## src/rtl/dtree_seq_ctrl_if.sv

```systemverilog
// Sample/result handshake and node-table configuration bus for dtree_seq_ctrl.
interface dtree_seq_ctrl_if #(
  parameter int NFEAT = 5,
  parameter int FW    = 8,
  parameter int AW    = 6,
  parameter int DW    = 27
);
  logic                  in_valid;
  logic                  in_ready;
  logic [NFEAT*FW-1:0]   in_x;
  logic                  out_valid;
  logic                  out_ready;
  logic                  out_class;
  logic                  out_err;
  logic                  cfg_we;
  logic [AW-1:0]         cfg_addr;
  logic [DW-1:0]         cfg_data;

  modport master (
    output in_valid, in_x, out_ready, cfg_we, cfg_addr, cfg_data,
    input  in_ready, out_valid, out_class, out_err
  );

  modport slave (
    input  in_valid, in_x, out_ready, cfg_we, cfg_addr, cfg_data,
    output in_ready, out_valid, out_class, out_err
  );
endinterface

```

## src/rtl/dtree_seq_ctrl.sv

```systemverilog
// Decision-tree walker: one node evaluated per cycle from a register-file node table.
//   state | meaning
//   IDLE  | waiting for a sample; node table writable
//   WALK  | evaluating node[ptr], one node per cycle
//   DONE  | result held until out_ready
module dtree_seq_ctrl #(
  parameter int NFEAT   = 5,
  parameter int FW      = 8,
  parameter int NODES   = 64,
  parameter int AW      = 6,
  parameter int MAXSTEP = 16
) (
  input  logic          clk,
  input  logic          rst,
  dtree_seq_ctrl_if.slave bus,
  output logic          busy,
  output logic [15:0]   sample_cnt
);
  localparam int SW       = $clog2(MAXSTEP);
  localparam int FIW      = 3;
  localparam int SHW      = 3;
  localparam int THR_LSB  = 2 * AW;
  localparam int SH_LSB   = THR_LSB + FW;
  localparam int FI_LSB   = SH_LSB + SHW;
  localparam int LEAF_BIT = FI_LSB + FIW;
  localparam int DW       = LEAF_BIT + 1;

  typedef enum logic [1:0] {IDLE, WALK, DONE} state_t;

  state_t                    state_q, state_d;
  logic [DW-1:0]             node_mem [NODES];
  logic [NFEAT-1:0][FW-1:0]  x_q, x_d;
  logic [AW-1:0]             ptr_q, ptr_d;
  logic [SW-1:0]             step_q, step_d;
  logic                      cls_q, cls_d;
  logic                      err_q, err_d;
  logic [15:0]               cnt_q, cnt_d;
  logic                      mem_we;

  logic [DW-1:0]   node;
  logic            node_leaf;
  logic [FIW-1:0]  node_fi;
  logic [SHW-1:0]  node_sh;
  logic [FW-1:0]   node_thr;
  logic [AW-1:0]   node_l, node_r;
  logic [FW-1:0]   feat_val;
  logic            go_left;

  assign node      = node_mem[ptr_q];
  assign node_leaf = node[LEAF_BIT];
  assign node_fi   = node[FI_LSB +: FIW];
  assign node_sh   = node[SH_LSB +: SHW];
  assign node_thr  = node[THR_LSB +: FW];
  assign node_l    = node[AW +: AW];
  assign node_r    = node[0 +: AW];

  // Single shared feature mux, shifter and comparator; out-of-range index reads 0.
  always_comb begin
    feat_val = '0;
    for (int i = 0; i < NFEAT; i++) begin
      if (node_fi == FIW'(i)) feat_val = x_q[i];
    end
  end

  assign go_left = (feat_val >> node_sh) <= node_thr;

  assign mem_we = bus.cfg_we && (state_q == IDLE);

  always_ff @(posedge clk or posedge rst) begin
    if (rst) begin
      for (int i = 0; i < NODES; i++) node_mem[i] <= '0;
    end else if (mem_we) begin
      node_mem[bus.cfg_addr] <= bus.cfg_data;
    end
  end

  always_comb begin
    state_d = state_q;
    x_d     = x_q;
    ptr_d   = ptr_q;
    step_d  = step_q;
    cls_d   = cls_q;
    err_d   = err_q;
    cnt_d   = cnt_q;
    case (state_q)
      IDLE: begin
        if (bus.in_valid) begin
          x_d     = bus.in_x;
          ptr_d   = '0;
          step_d  = '0;
          state_d = WALK;
        end
      end
      WALK: begin
        step_d = step_q + SW'(1);
        if (node_leaf) begin
          cls_d   = node[THR_LSB];
          err_d   = 1'b0;
          state_d = DONE;
        end else if (node_fi >= FIW'(NFEAT) || step_q == SW'(MAXSTEP - 1)) begin
          cls_d   = 1'b0;
          err_d   = 1'b1;
          state_d = DONE;
        end else begin
          ptr_d = go_left ? node_l : node_r;
        end
      end
      DONE: begin
        if (bus.out_ready) begin
          cnt_d   = (cnt_q == 16'hFFFF) ? cnt_q : cnt_q + 16'd1;
          state_d = IDLE;
        end
      end
      default: state_d = IDLE;
    endcase
  end

  always_ff @(posedge clk or posedge rst) begin
    if (rst) begin
      state_q <= IDLE;
      x_q     <= '0;
      ptr_q   <= '0;
      step_q  <= '0;
      cls_q   <= 1'b0;
      err_q   <= 1'b0;
      cnt_q   <= '0;
    end else begin
      state_q <= state_d;
      x_q     <= x_d;
      ptr_q   <= ptr_d;
      step_q  <= step_d;
      cls_q   <= cls_d;
      err_q   <= err_d;
      cnt_q   <= cnt_d;
    end
  end

  assign bus.in_ready  = (state_q == IDLE);
  assign bus.out_valid = (state_q == DONE);
  assign bus.out_class = cls_q;
  assign bus.out_err   = err_q;
  assign busy          = (state_q != IDLE);
  assign sample_cnt    = cnt_q;
endmodule

```

## src/flat_wrapper.sv

```systemverilog
// flat-port wrapper written by rule: the top's interface ports become plain ports
module dtree_seq_ctrl_flat 
#(
  parameter int NFEAT   = 5,
  parameter int FW      = 8,
  parameter int NODES   = 64,
  parameter int AW      = 6,
  parameter int MAXSTEP = 16
)
  (clk, rst, busy, sample_cnt, bus_in_valid, bus_in_x, bus_out_ready, bus_cfg_we, bus_cfg_addr, bus_cfg_data, bus_in_ready, bus_out_valid, bus_out_class, bus_out_err);
  dtree_seq_ctrl_if #(.NFEAT(NFEAT), .FW(FW), .AW(AW)) bus_i ();
  input  logic clk;
  input  logic rst;
  output logic busy;
  output logic [15:0] sample_cnt;
  input wire logic [$bits(bus_i.in_valid)-1:0] bus_in_valid;
  input wire logic [$bits(bus_i.in_x)-1:0] bus_in_x;
  input wire logic [$bits(bus_i.out_ready)-1:0] bus_out_ready;
  input wire logic [$bits(bus_i.cfg_we)-1:0] bus_cfg_we;
  input wire logic [$bits(bus_i.cfg_addr)-1:0] bus_cfg_addr;
  input wire logic [$bits(bus_i.cfg_data)-1:0] bus_cfg_data;
  output wire logic [$bits(bus_i.in_ready)-1:0] bus_in_ready;
  output wire logic [$bits(bus_i.out_valid)-1:0] bus_out_valid;
  output wire logic [$bits(bus_i.out_class)-1:0] bus_out_class;
  output wire logic [$bits(bus_i.out_err)-1:0] bus_out_err;
  assign bus_i.in_valid = bus_in_valid;
  assign bus_i.in_x = bus_in_x;
  assign bus_i.out_ready = bus_out_ready;
  assign bus_i.cfg_we = bus_cfg_we;
  assign bus_i.cfg_addr = bus_cfg_addr;
  assign bus_i.cfg_data = bus_cfg_data;
  assign bus_in_ready = bus_i.in_ready;
  assign bus_out_valid = bus_i.out_valid;
  assign bus_out_class = bus_i.out_class;
  assign bus_out_err = bus_i.out_err;
  dtree_seq_ctrl #(.NFEAT(NFEAT), .FW(FW), .NODES(NODES), .AW(AW), .MAXSTEP(MAXSTEP)) u_core (.clk(clk), .rst(rst), .bus(bus_i), .busy(busy), .sample_cnt(sample_cnt));
endmodule
```

## config.mk

```make
export PLATFORM = sky130hd
export DESIGN_NAME = dtree_seq_ctrl_flat
export DESIGN_NICKNAME = d
export VERILOG_FILES = /design/src/rtl/dtree_seq_ctrl_if.sv /design/src/rtl/dtree_seq_ctrl.sv /design/src/flat_wrapper.sv
export SDC_FILE = /design/constraint.sdc
export NUM_CORES = 2
export LEC_CHECK = 0
export CORE_MARGIN = 8
export CORE_UTILIZATION = 55
export DETAILED_ROUTE_END_ITERATION = 7
export PLACE_DENSITY_LB_ADDON = 0.12
export SYNTH_ARGS = -nofsm -noshare
export SYNTH_HDL_FRONTEND = slang
export SYNTH_SLANG_ARGS = --single-unit
```

## constraint.sdc

```tcl
create_clock -name clk -period 136.3 [get_ports clk]
set_input_delay 20.445 -clock clk [delete_from_list [all_inputs] [get_ports clk]]
set_output_delay 20.445 -clock clk [all_outputs]
set_load 0.1 [all_outputs]
```

==> run metrics <==
result of the run complete, no violations; Core Region 149100 sq um; floorplan die height 402.7 microns; final-stage net count 5161; maximum cell stage delay along the critical path 960 ps; post-synthesis adder-cell area fraction 0.001522; FF-to-FF setup slack 128050 ps; post-detailed-route wirelength per cell 30.14 microns; Layout Area Growth over Synthesis 10.69%; Worst IR Drop VDD 0.00001669 V; cts bufs inserted 187; netlist area before placement 82220 sq um; EDFF count, synth 0; routed vias 46000; post-synthesis sequential element count 1798; FF-to-FF End u_core.ptr_q[5]; Die ar. 162100 sq um; final hold violation count 0; final cycle utilization of the critical path 0.1859; clock tree from TritonCTS yes; slack of the critical path 110960 ps; startpoint class of the critical path primary input; Worst Setup End Kind async pin; kind of cell adding the most delay to the critical path buffers and inverters; multiplexer share of the synthesized area 0.3925; hold_sp u_core.x_q[10]; global-route wire length before repair 325100 microns; Final Slew Violations 0; Site Rows 142; CP Class in -> async; global-route congestion overflow total 0; Synth Warn # 0; total wirelength of the detailed-routed design 216100 microns; Total GRT Usage 0.2676; antenna-violating nets left 0; end point of the worst hold path u_core.x_q[10]; Reg2Reg Depth 21; final critical path time including I/O delays and setup 25340 ps; hold crit path type reg -> reg; clock transition at the registers of the reported paths 60 ps; GRT met2 Usage 0.4185; number of ports placed on the die boundary 99; average size of a mapped cell 16.04 sq um; pin count of the biggest net entering global routing 183; post-route setup TNS 0 ps; Placed Cells incl. Taps 6828; global routing usage on met3 0.04604; post-synthesis compound-gate area fraction 0.01105; synthesized net count 5214; Relative slew margins 0.1633; worst clock skew on the final layout 20.95 ps; Peak Freq 39.47 MHz; antenna violations before repair 20; share of flip-flops with an asynchronous set or reset after synthesis 1.000; sequential area share after synthesis 0.5472; post-route DRC violation count 0; GRT Max-Usage Layer met2; vias in the first global route 47920; Initial DRC Count 3868; critical path cell sequence clkdlybuf4s50_1 > inv_8 > buf_12 > buf_12 > buf_4 > buf_4 > buf_4; slowest cell on the critical path buf_4; buffer depth of the longest clock path 3; commonest register cell after synthesis dfrtp_1; post-place setup slack 110030 ps; Detail Placement HPWL 124000 microns; routability congestion estimate from global placement 0.8059; RSZ-0062 raised after global routing false; Die Width 402.7 microns; XOR/XNOR share of the synthesized area 0.001704; power density over cell area 16.89 nW/um^2; Post-CTS Repair Setup Buffers 0; required time of the worst setup path 137090 ps; combinational family with the most area after synthesis multiplexers; Clock Sink Count 1798; count of mapped cells out of synthesis 5126; starting density of the core 0.5516; Pleak 43.33 nW; simple-gate area share of the yosys netlist 0.01893; final design utilization 0.6105; hold-fix buffers at CTS 0; post-cts repair resize count 0; Max Fanout on Critical Path 167; via/cell ratio 6.414; Clock H-tree levels 4; worst path buffer plus inverter count 7; clock network latency to the later pin of the worst-skew pair 810 ps; clock root buffer clkbuf_16; TritonRoute pass-1 iters 5; number of buffers inserted by port buffering 98; Max Cap Violations 0; setup violation total in the final timing report 0; fraction of final layout cells with drive strength greater than 1 0.5379; slew at the pin closest to its max-slew limit 1255 ps; worst hold path stage count 2; startpoint of the worst register-to-register path u_core.ptr_q[0]; final cell count without fillers 7172; critical path's most frequent cell buf_4; met1 usage in global routing 0.3926; data arrival at the endpoint of the critical path 26130 ps; number of library cell types mapped by synthesis 81
[worst reg2reg max path, stage by stage, from the launching register on]
cell and delay (ps):
dfrtp_4 820, buf_4 630, buf_4 770, buf_4 930, mux4_1 660, mux4_2 610, mux4_2 590, inv_2 180
mux2_2 370, a221oi_2 280, ha_1 280, nor2b_1 130, o21a_1 160, o21ai_0 150, nand2b_1 70, a21oi_1 130
o21ai_0 80, o21ai_1 80, buf_4 270, mux4_2 620, mux2i_1 150, o21ai_1 110
[cells in the final DEF (no fill, tap or decap), types with 8 or more instances in the layout]
| master | n |
|---|---|
| dfrtp_1 | 1794 |
| mux2_2 | 1740 |
| mux4_2 | 520 |
| clkbuf_16 | 196 |
| nand2_1 | 161 |
| buf_4 | 134 |
| clkdlybuf4s50_1 | 71 |
| mux2i_1 | 52 |
| nand2_2 | 50 |
| clkbuf_1 | 48 |
| clkbuf_8 | 45 |
| nor2_1 | 36 |
| clkinv_2 | 28 |
| buf_2 | 27 |
| inv_1 | 21 |
| nand3_1 | 18 |
| a22oi_1 | 17 |
| a21oi_1 | 17 |
| mux4_1 | 17 |
| o21ai_0 | 17 |
| nor2_4 | 10 |
| xnor2_1 | 10 |
| ha_1 | 10 |
| bufinv_16 | 10 |
| nor3_1 | 8 |
| and3_1 | 8 |
| and2_1 | 8 |
[logic make-up after synthesis]
group	Yosys count
multiplexers	2329
flip-flops	1798
buffers and inverters	504
AND/OR/NAND/NOR	347
AO/OA/AOI/OAI	122
XOR/XNOR	16
adder cells (fa/ha/maj)	10
[worst max-delay path by stage]
stage               startpoint                     to  slack, ps  depth (start not counted)
finish                     rst  u_core.node_mem[1122]     110960                          7
global route               rst   u_core.node_mem[934]     110200                          7
CTS                        rst  u_core.node_mem[1095]     110900                          7
detailed placement         rst  u_core.node_mem[1095]     110030                          7
global placement           rst  u_core.node_mem[1095]     110120                          7
floorplan                  rst   u_core.bus.out_class      65090                          1
[synth_stat cells (all sizes together), types with 13 or more instances]
cell type	count	share of area
a21oi	17	0.0010
a22oi	17	0.0016
buf	147	0.011
clkbuf	332	0.015
dfrtp	1798	0.55
inv	24	0.0011
mux2	1740	0.24
mux2i	52	0.0063
mux4	537	0.15
nand2	211	0.0097
nand3	22	0.0016
nor2	47	0.0022
nor2b	13	0.00099
o21ai	26	0.0018
[report_power, final]
part / leakage (nW) / internal, mW / switching (mW)
clock: 3.08 / 0.306 / 0.211
combinational: 15.6 / 0.176 / 0.204
sequential: 24.7 / 0.602 / 0.0388
[through the flow]
stage | instance area (sq um) | hold slack (ps) | power (mW)
CTS | 91000 | 491.1 | 1.549
global placement | 84740 | 464.8 | 1.023
detailed placement | 84740 | 467.0 | 1.031
finish | 91010 | 484.7 | 1.537
floorplan | 82220 | 437.9 | 0.9291
global route | 91000 | 504.2 | 1.603
[flip-flops by register name, indices dropped and copies added (netlist names)]
signal,count
u_core.bus.out_class,1
u_core.node_mem,1728
u_core.state_q,2
u_core.ptr_q,6
u_core.sample_cnt,16
u_core.bus.out_err,1
u_core.x_q,40
u_core.step_q,4
[per-layer routing]
metal,part of all wire,vias to the layer above
met5,0.00025,-
met4,0.026,8
met3,0.058,327
met2,0.47,1186
met1,0.45,25450
li1,-,19030
[final cells by class]
cell class,count,area (sq um)
fillers,11190,58050
well taps,1944,2432
clock inverters,51,553.0
inverters,25,108.9
multi-input cells,2824,35250
diodes,4,10.01
flip-flops and latches,1798,45010
clock buffers,289,5704
repair buffers,237,1952
No activity file was read; power rests on OpenSTA's default activity.
